[config.mk]
export PLATFORM = sky130hd
export DESIGN_NAME = card_display_ctrl
export DESIGN_NICKNAME = d
export VERILOG_FILES = /design/src/rtl/card_display_ctrl.sv
export SDC_FILE = /design/constraint.sdc
export NUM_CORES = 1
export LEC_CHECK = 0
export ABC_AREA = 1
export BUFFER_PORTS_ARGS = -buffer_cell sky130_fd_sc_hd__buf_2
export CORE_MARGIN = 3
export CORE_UTILIZATION = 50
export DETAILED_ROUTE_END_ITERATION = 10
export GPL_TIMING_DRIVEN = 0
export PLACE_DENSITY = 0.82
export SYNTH_ARGS = -nofsm -noshare
export SYNTH_HDL_FRONTEND = slang
export SYNTH_SLANG_ARGS = --single-unit
export TNS_END_PERCENT = 20
[constraint.sdc]
create_clock -name clk -period 3 [get_ports clk]
set_input_delay 0.6 -clock clk [delete_from_list [all_inputs] [get_ports clk]]
set_output_delay 0.6 -clock clk [all_outputs]
set_load 0.02 [all_outputs]
[src/rtl/card_display_ctrl.sv]
// Card reader display controller: assembles ID/FLAGS/V1/V2 frames from a byte
// stream and renders a scrollable four-line status page plus a status lamp code.
module card_display_ctrl #(
   parameter int ID_BYTES    = 4,
   parameter int TIMEOUT_CYC = 50_000_000,
   parameter int INIT_LINE   = 1
) (
   input  logic         clk,
   input  logic         RST_LCD_N,
   input  logic [7:0]   rx_data_in,
   input  logic         rx_valid,
   input  logic         scroll_event,
   input  logic         scroll_left,
   input  logic         press,
   output logic [127:0] line1_buffer,
   output logic [127:0] line2_buffer,
   output logic [2:0]   led_code,
   output logic         frame_done,
   output logic         frame_err
);
   localparam int FRAME_LEN = ID_BYTES + 3;
   localparam int CW        = $clog2(FRAME_LEN);
   localparam int TW        = $clog2(TIMEOUT_CYC);
   localparam int IDW       = ID_BYTES * 8;
   localparam logic [CW-1:0] LAST  = CW'(FRAME_LEN - 1);
   localparam logic [TW-1:0] TLAST = TW'(TIMEOUT_CYC - 1);

   typedef enum logic [1:0] {S_IDLE, S_ASSEMBLE, S_DISCARD} state_t;

   state_t          state_q, state_d;
   logic [CW-1:0]   cnt_q, cnt_d;
   logic [TW-1:0]   tmr_q, tmr_d;
   logic [IDW-1:0]  id_sh_q, id_sh_d;
   logic            ent_sh_q, ent_sh_d;
   logic [7:0]      v1_sh_q, v1_sh_d;
   logic [IDW-1:0]  id_q, id_d;
   logic            ent_q, ent_d;
   logic [7:0]      v1_q, v1_d;
   logic [7:0]      v2_q, v2_d;
   logic            valid_q, valid_d;
   logic            err_q, err_d;
   logic            done_q, done_d;
   logic            ferr_q, ferr_d;
   logic [1:0]      idx_q, idx_d;
   logic [127:0]    l1_q, l1_d, l2_q, l2_d;
   logic [2:0]      led_q, led_d;

   function automatic logic is_digit(input logic [7:0] b);
      return (b >= 8'h30) && (b <= 8'h39);
   endfunction

   function automatic logic [23:0] dec3(input logic [7:0] v);
      logic [7:0] h, t, o;
      h = v / 8'd100;
      t = (v / 8'd10) % 8'd10;
      o = v % 8'd10;
      return {8'h30 + h, 8'h30 + t, 8'h30 + o};
   endfunction

   function automatic logic [15:0] dec2(input logic [7:0] v);
      logic [7:0] m;
      m = v % 8'd100;
      return {8'h30 + m / 8'd10, 8'h30 + m % 8'd10};
   endfunction

   // Char 0 of a line sits in [127:120]; ID byte j is held in id[8j +: 8].
   function automatic logic [127:0] page_line(input logic [1:0] k, input logic vld,
                                              input logic err, input logic [IDW-1:0] id,
                                              input logic ent, input logic [7:0] a,
                                              input logic [7:0] b);
      logic [127:0] s;
      s = "STUDENT   ID:   ";
      case (k)
         2'd1: begin
            if (vld) begin
               s = {"ID: ", {12{8'h20}}};
               for (int j = 0; j < ID_BYTES; j++) s[8*(11-j) +: 8] = id[8*j +: 8];
            end else begin
               s = "WAITING FOR CARD";
            end
         end
         2'd2: begin
            if (vld)      s = ent ? "    WELCOME!    " : "    GOODBYE!    ";
            else if (err) s = " CARD READ ERROR";
            else          s = "     WAITING    ";
         end
         2'd3: begin
            if (!vld)     s = "    FOR CARD    ";
            else if (ent) s = {"   SEAT: ", dec3(a), "    "};
            else          s = {"TIME : ", dec2(a), "MIN", dec2(b), "S "};
         end
         default: ;
      endcase
      return s;
   endfunction

   function automatic logic [2:0] led_fn(input logic vld, input logic ent,
                                         input logic last_b0, input logic last_b3);
      logic [2:0] c;
      if (!vld)         c = 3'b111;
      else if (!last_b0) c = {2'b10, ent};
      else if (last_b3)  c = {2'b01, ent};
      else               c = {2'b00, ent};
      return c;
   endfunction

   always_comb begin
      state_d  = state_q;
      cnt_d    = cnt_q;
      tmr_d    = tmr_q;
      id_sh_d  = id_sh_q;
      ent_sh_d = ent_sh_q;
      v1_sh_d  = v1_sh_q;
      id_d     = id_q;
      ent_d    = ent_q;
      v1_d     = v1_q;
      v2_d     = v2_q;
      valid_d  = valid_q;
      err_d    = err_q;
      done_d   = 1'b0;
      ferr_d   = 1'b0;
      case (state_q)
         S_IDLE: begin
            if (rx_valid) begin
               cnt_d = CW'(1);
               id_sh_d[7:0] = rx_data_in;
               state_d = is_digit(rx_data_in) ? S_ASSEMBLE : S_DISCARD;
            end
         end
         default: begin
            if (rx_valid) begin
               tmr_d = '0;
               if (cnt_q == LAST) begin
                  cnt_d   = '0;
                  state_d = S_IDLE;
                  if (state_q == S_ASSEMBLE) begin
                     // V2 is the final byte, so it commits straight from the input.
                     id_d    = id_sh_q;
                     ent_d   = ent_sh_q;
                     v1_d    = v1_sh_q;
                     v2_d    = rx_data_in;
                     valid_d = 1'b1;
                     done_d  = 1'b1;
                  end else begin
                     ferr_d = 1'b1;
                     err_d  = 1'b1;
                  end
               end else begin
                  cnt_d = cnt_q + 1'b1;
                  if (state_q == S_ASSEMBLE) begin
                     if (cnt_q < CW'(ID_BYTES)) begin
                        if (!is_digit(rx_data_in)) state_d = S_DISCARD;
                        for (int j = 0; j < ID_BYTES; j++)
                           if (cnt_q == CW'(j)) id_sh_d[8*j +: 8] = rx_data_in;
                     end else if (cnt_q == CW'(ID_BYTES)) begin
                        ent_sh_d = rx_data_in[0];
                     end else begin
                        v1_sh_d = rx_data_in;
                     end
                  end
               end
            end else if (tmr_q == TLAST) begin
               state_d = S_IDLE;
               cnt_d   = '0;
               tmr_d   = '0;
               ferr_d  = 1'b1;
               err_d   = 1'b1;
            end else begin
               tmr_d = tmr_q + 1'b1;
            end
         end
      endcase
   end

   always_comb begin
      idx_d = idx_q;
      if (press)             idx_d = 2'd0;
      else if (scroll_event) idx_d = scroll_left ? idx_q + 2'd1 : idx_q - 2'd1;
      l1_d  = page_line(idx_q, valid_q, err_q, id_q, ent_q, v1_q, v2_q);
      l2_d  = page_line(idx_q + 2'd1, valid_q, err_q, id_q, ent_q, v1_q, v2_q);
      led_d = led_fn(valid_q, ent_q, id_q[IDW-8], id_q[IDW-5]);
   end

   always_ff @(posedge clk or negedge RST_LCD_N) begin
      if (!RST_LCD_N) begin
         state_q  <= S_IDLE;
         cnt_q    <= '0;
         tmr_q    <= '0;
         id_sh_q  <= '0;
         ent_sh_q <= 1'b0;
         v1_sh_q  <= '0;
         id_q     <= '0;
         ent_q    <= 1'b0;
         v1_q     <= '0;
         v2_q     <= '0;
         valid_q  <= 1'b0;
         err_q    <= 1'b0;
         done_q   <= 1'b0;
         ferr_q   <= 1'b0;
         idx_q    <= 2'(INIT_LINE);
         l1_q     <= page_line(2'(INIT_LINE), 1'b0, 1'b0, '0, 1'b0, 8'd0, 8'd0);
         l2_q     <= page_line(2'(INIT_LINE + 1), 1'b0, 1'b0, '0, 1'b0, 8'd0, 8'd0);
         led_q    <= 3'b111;
      end else begin
         state_q  <= state_d;
         cnt_q    <= cnt_d;
         tmr_q    <= tmr_d;
         id_sh_q  <= id_sh_d;
         ent_sh_q <= ent_sh_d;
         v1_sh_q  <= v1_sh_d;
         id_q     <= id_d;
         ent_q    <= ent_d;
         v1_q     <= v1_d;
         v2_q     <= v2_d;
         valid_q  <= valid_d;
         err_q    <= err_d;
         done_q   <= done_d;
         ferr_q   <= ferr_d;
         idx_q    <= idx_d;
         l1_q     <= l1_d;
         l2_q     <= l2_d;
         led_q    <= led_d;
      end
   end

   assign line1_buffer = l1_q;
   assign line2_buffer = l2_q;
   assign led_code     = led_q;
   assign frame_done   = done_q;
   assign frame_err    = ferr_q;

endmodule
* After elaboration in Yosys (flattened, before gate mapping) *
Index checks and enable logic that the tools add are counted.

operators by class
  add/subtract/negate cells = 11
  div/mod/pow operators = 10
  order comparisons = 3
  eq/ne operators = 20
  mux-type cells = 50
  bitwise logic cells = 4
  reduce and logical (&&, ||, !) cells = 18

operator list
  cell                                                                   number
  128-bit case mux with 3 select lines                                   1
  127-bit case mux with 3 select lines                                   1
  127-bit two-way mux                                                    2
  119-bit two-way mux                                                    2
  125-bit two-way mux                                                    1
  93-bit two-way mux                                                     1
  6-bit by 8-bit adder with 8-bit output, first input constant           7
  8-bit two-way mux                                                      7
  26-bit two-way mux                                                     2
  8-bit by 4-bit modulo with 8-bit output, second input constant         4
  6-bit AND reduction                                                    5
  26-bit by 1-bit adder with 26-bit output, second input constant        1
  26-bit == test, second input constant                                  1
  2-bit two-way mux                                                      13
  8-bit by 4-bit divider with 8-bit output, second input constant        3
  3-bit two-way mux                                                      7
  8-bit by 7-bit modulo with 8-bit output, second input constant         2
  1-bit two-way mux                                                      13
  5-bit AND reduction                                                    2
  2-bit nonzero test                                                     5
  8-bit by 7-bit divider with 8-bit output, second input constant        1
  2-bit == test, second input constant                                   4
  8-bit by 6-bit >= comparator with 1-bit output, second input constant  1
  8-bit by 6-bit <= comparator with 1-bit output, second input constant  1
  18 further kinds                                                       29

storage, ports and cells
  flip-flop bits (word level) = 386
  input port bits = 14
  output and inout port bits = 261
  word-level logic and storage cells = 137

* Depth between registers and ports, before layout *
  depth after elaboration = 8
  depth in mapped cells = 34

* Worst setup path before layout *
OpenSTA, ideal clock, no wires.

  path kind = reg-to-reg
  start point = register v1_q[6]
  end point = register l2_q[45] (netlist: line2_buffer[45])
  setup time = 0.078 ns
  arrival time = 3.238 ns
  required time = 2.922 ns
  path slack = -0.316 ns
  stages on the path, launching flop included = 30
  period minus slack after synthesis = 3.316 ns
  cell sequence = dfrtp_1 > o21ai_2 > nand2_1 > inv_1 > a21oi_1 > nor2_1 > inv_2 > nand2_2 > nand2_2 > nand2_2 > clkinv_2 > nand2_4 > nand2_4 > nand2_1 > nand3_2 > nand2_4 > nand3_4 > nand2_4 > nand2_1 > nand2_1 > inv_1 > ha_1 > nand3_1 > nand3_1 > nand2_1 > nand3_1 > ha_1 > nor2_1 > nor2_1 > a21oi_1

on the way
  cells in the longest elaborated chain, start to end = 6

RTL lines
  item                                      RTL line  source
  start, declared                           38        logic [7:0] v1_q, v1_d;
  start signal, assigned                    213       v1_q <= v1_d;
  8-bit by 4-bit divider with 8-bit output  55        t = (v / 8'd10) % 8'd10;
  8-bit by 4-bit modulo with 8-bit output   55
  6-bit by 8-bit adder with 8-bit output    57        return {8'h30 + h, 8'h30 + t, 8'h30 + o};
  127-bit two-way mux                       89        else if (ent) s = {" SEAT: ", dec3(a), " "};
  127-bit two-way mux                       -
  128-bit case mux with 3 select lines      73        case (k)
  named net l2_d[45]                        45        logic [127:0] l1_q, l1_d, l2_q, l2_d;
  end signal, assigned                      202       l2_q <= page_line(2'(INIT_LINE + 1), 1'b0, 1'b0, '0, 1'b0, 8'd0, 8'd0);
  end signal, assigned                      221       l2_q <= l2_d;
  end, declared                             45

The timed path passes the listed nets, and every way through them passes these cells.
A chain may end at the register's enable or synchronous reset.

* Worst setup path in the final report *
  start point = register v1_q[7]
  end point = register l2_q[45] (netlist: line2_buffer[45])

Same word-level chain as after synthesis.

==> results.json <==
{
  "outcome": "finished with violations",
  "violations": "negative setup slack",
  "final_cell_mix": "nand2_1, dfrtp_1, buf_2",
  "ant_nets": 0,
  "cts_made_buffers": 36,
  "cts_tree": "done",
  "drv_slew": 0,
  "wl_mm": 49.4,
  "grtUsageTotal_pct": 30.3,
  "start_kind": "flip-flop",
  "power_density_nw_per_um2": 695,
  "dp.cells": 2237,
  "placed_area_um2": 16500,
  "syn_area_um2": 14600,
  "cp.arrival_ps": 4050,
  "setup_viol": 36,
  "synth_edf_count": 0,
  "relSlewSlack_pct": 42.2,
  "final_cells": 2369,
  "synth_top_area_cell": "dfrtp_1",
  "rsz0062_at_grt": "true",
  "hpwl_mm": 33.8,
  "synthTopCellsByArea": "dfrtp_1, dfstp_2, nand2_1",
  "ys_ff_latch": 342,
  "die_h_um": 177,
  "initial_core_util_pct": 51.5,
  "drive_gt1_share_pct": 34.0,
  "n_antenna_cell": 0,
  "path_clk_slew_ps": 70,
  "period_share_pct": 123,
  "post_synth_inst_count": 1576,
  "max_freq_mhz": 271,
  "async_flop_share_pct": 100,
  "antenna_found_initial": 3,
  "grt_start_max_net_pins": 134,
  "area_growth_pct": 30.3,
  "htree_levels": 2,
  "synthFlopType": "dfrtp_1",
  "clk_latency_ps": 530,
  "ioPinCount": 275,
  "gp_congestion": 0.950,
  "ys_seq_area_share_pct": 59.5,
  "mostFrequentLayoutCell": "nand2_1",
  "yosysUniqueCellTypes": 47,
  "slowest_delay_ps": 490,
  "fin_ws_ps": -687,
  "vias": 13200,
  "critPathRequiredTime_ps": 3370,
  "timing.reg2reg.setup_slack_ps": -690,
  "slowest_stage": "dfrtp_2",
  "endpoint_kind": "flip-flop",
  "crit_path_max_fanout": 6,
  "die_w_um": 177,
  "max-vdd-ir-drop_mv": 0.456,
  "grt_overflow": 0,
  "core_area_um2": 28200,
  "postLayoutCellArea_um2": 19000,
  "hold_viol_final": 0,
  "viasPerCell": 5.58,
  "critPathLaunch": "v1_q[7]",
  "path_class": "flip-flop to flip-flop",
  "period_needed_ps": 3690,
  "synth_top_cell_area_share_pct": 45.2,
  "drcViolationCount": 0,
  "yosysWarnings": 0,
  "firstDrtPassIters": 6,
  "rows": 61,
  "dieArea_um2": 31200,
  "clock_tree.buffer_depth": 3,
  "grt_pass1_wl_mm": 73.2,
  "skew_ps": 27.2,
  "max_cap_violations": 0,
  "clock-sinks": 342,
  "drt_iter0_markers": 1430,
  "r2r_end": "line2_buffer[45]",
  "io_buffers": 252,
  "path_common_cell": "nand2_4",
  "root_buffer": "clkbuf_16",
  "critPathCapture": "line2_buffer[45]",
  "fin_total_pwr_w": 0.0132,
  "syn_area_per_cell_um2": 9.23,
  "tightest_slew_ps": 867,
  "power.leakage_nw": 9.71,
  "grt_pass1_vias": 12800,
  "regToRegStartpoint": "v1_q[7]",
  "hp-class": "input port to async pin",
  "wl_per_cell_um": 20.8,
  "fin_nets": 1993,
  "ff2ff_path_depth": 30
}
[worst min path at each step]
stage	start	depth (start not counted)	to
finish	RST_LCD_N	1	line2_buffer[126]
global route	RST_LCD_N	1	line2_buffer[126]
CTS	RST_LCD_N	1	line1_buffer[114]
detailed placement	id_q[3]	2	id_q[3]
global placement	id_q[19]	2	id_q[19]
floorplan	RST_LCD_N	0	cnt_q[0]
[per-layer routing]
| metal | global-route usage (%) | vias up | part of all wire, % |
|---|---|---|---|
| li1 | - | 5777 | - |
| met1 | 35.7 | 6451 | 36 |
| met2 | 53.8 | 778 | 50 |
| met3 | 5.83 | 217 | 8.5 |
| met4 | 13.9 | 6 | 5.9 |
| met5 | 0 | - | 0.069 |
[cells by family after synthesis]
kind of cell / after synthesis / synth area share (%)
compound gates: 248 / 9.40
flops: 342 / 59.5
buf+inv: 268 / 8.06
xor+xnor: 19 / 1.20
simple gates: 681 / 20.4
fa+ha+maj: 16 / 1.38
other cells: 2 / 0.0516
[area by class of cell]
type	instances	area (um2)
Inverter	177	676
Buffer	90	503
Multi-Input combinational cell	995	5510
Sequential cell	342	8660
Timing Repair Buffer	321	1840
Fill cell	2092	9280
Clock inverter	14	198
Clock buffer	52	1090
Tap cell	378	473
[state kept, by name, indices dropped and copies added (netlist names), 2 cells and up]
register      flops
v2_q              8
led_code          3
line1_buffer    106
tmr_q            26
state_q           2
idx_q             2
v1_q              8
id_sh_q          32
line2_buffer    106
id_q             32
v1_sh_q           8
cnt_q             3
[power breakdown]
group	switching, W	leakage (nW)	total (W)	internal (W)
sequential	0.000236	4.17	0.00537	0.00513
clock	0.00186	0.631	0.00476	0.00290
combinational	0.00206	4.90	0.00305	0.000992
[through the flow]
step                hold slack (ps)  setup slack, ps  setup TNS [ps]  util (%)
finish                          119             -687           -9700      67.1
global route                    174             -837          -16290      67.1
CTS                             161             -339           -3310      65.6
detailed placement              463             -816          -14730      58.5
global placement                457            -5320        -1451860      58.2
floorplan                       304             -185            -501         -
[cell usage after synthesis (2+ instances only)]
master	number
nand2_1	359
dfrtp_1	263
inv_1	166
nor2_1	150
o21ai_0	140
nand3_1	85
dfstp_2	79
a21oi_1	48
buf_4	44
clkbuf_1	43
nand4_1	20
o22ai_1	20
ha_1	16
nand2_2	15
nor3_1	14
nand2_4	10
xor2_1	10
o211ai_1	9
inv_2	8
nand3_2	8
xnor2_1	8
a31oi_1	7
or2_2	7
nor4_1	6
buf_1	4
o31ai_1	4
a21oi_2	3
o21ai_1	3
a21o_1	2
clkinv_1	2
conb_1	2
nand3_4	2
nand3b_1	2
o21a_1	2
o21ai_2	2
o32ai_1	2
[worst max-delay path: cells and delay by family (launching register included)]
family | cells | cell delay, ps
DFF | 1 | 490
and+or+nand+nor | 25 | 2310
buffers and inverters | 2 | 150
AOI/OAI and AO/OA | 1 | 90
adders and majority gates | 2 | 460
[repair_timing]
| action | 4_1_cts | 5_1_grt |
|---|---|---|
| gates resized for setup | 89 | 76 |
| hold buffers | 0 | 0 |
| setup endpoints to repair | 57 | 62 |
| pin swaps | 40 | 35 |
| buffers inserted | 48 | 19 |
Power figures use the tool's default switching activity.
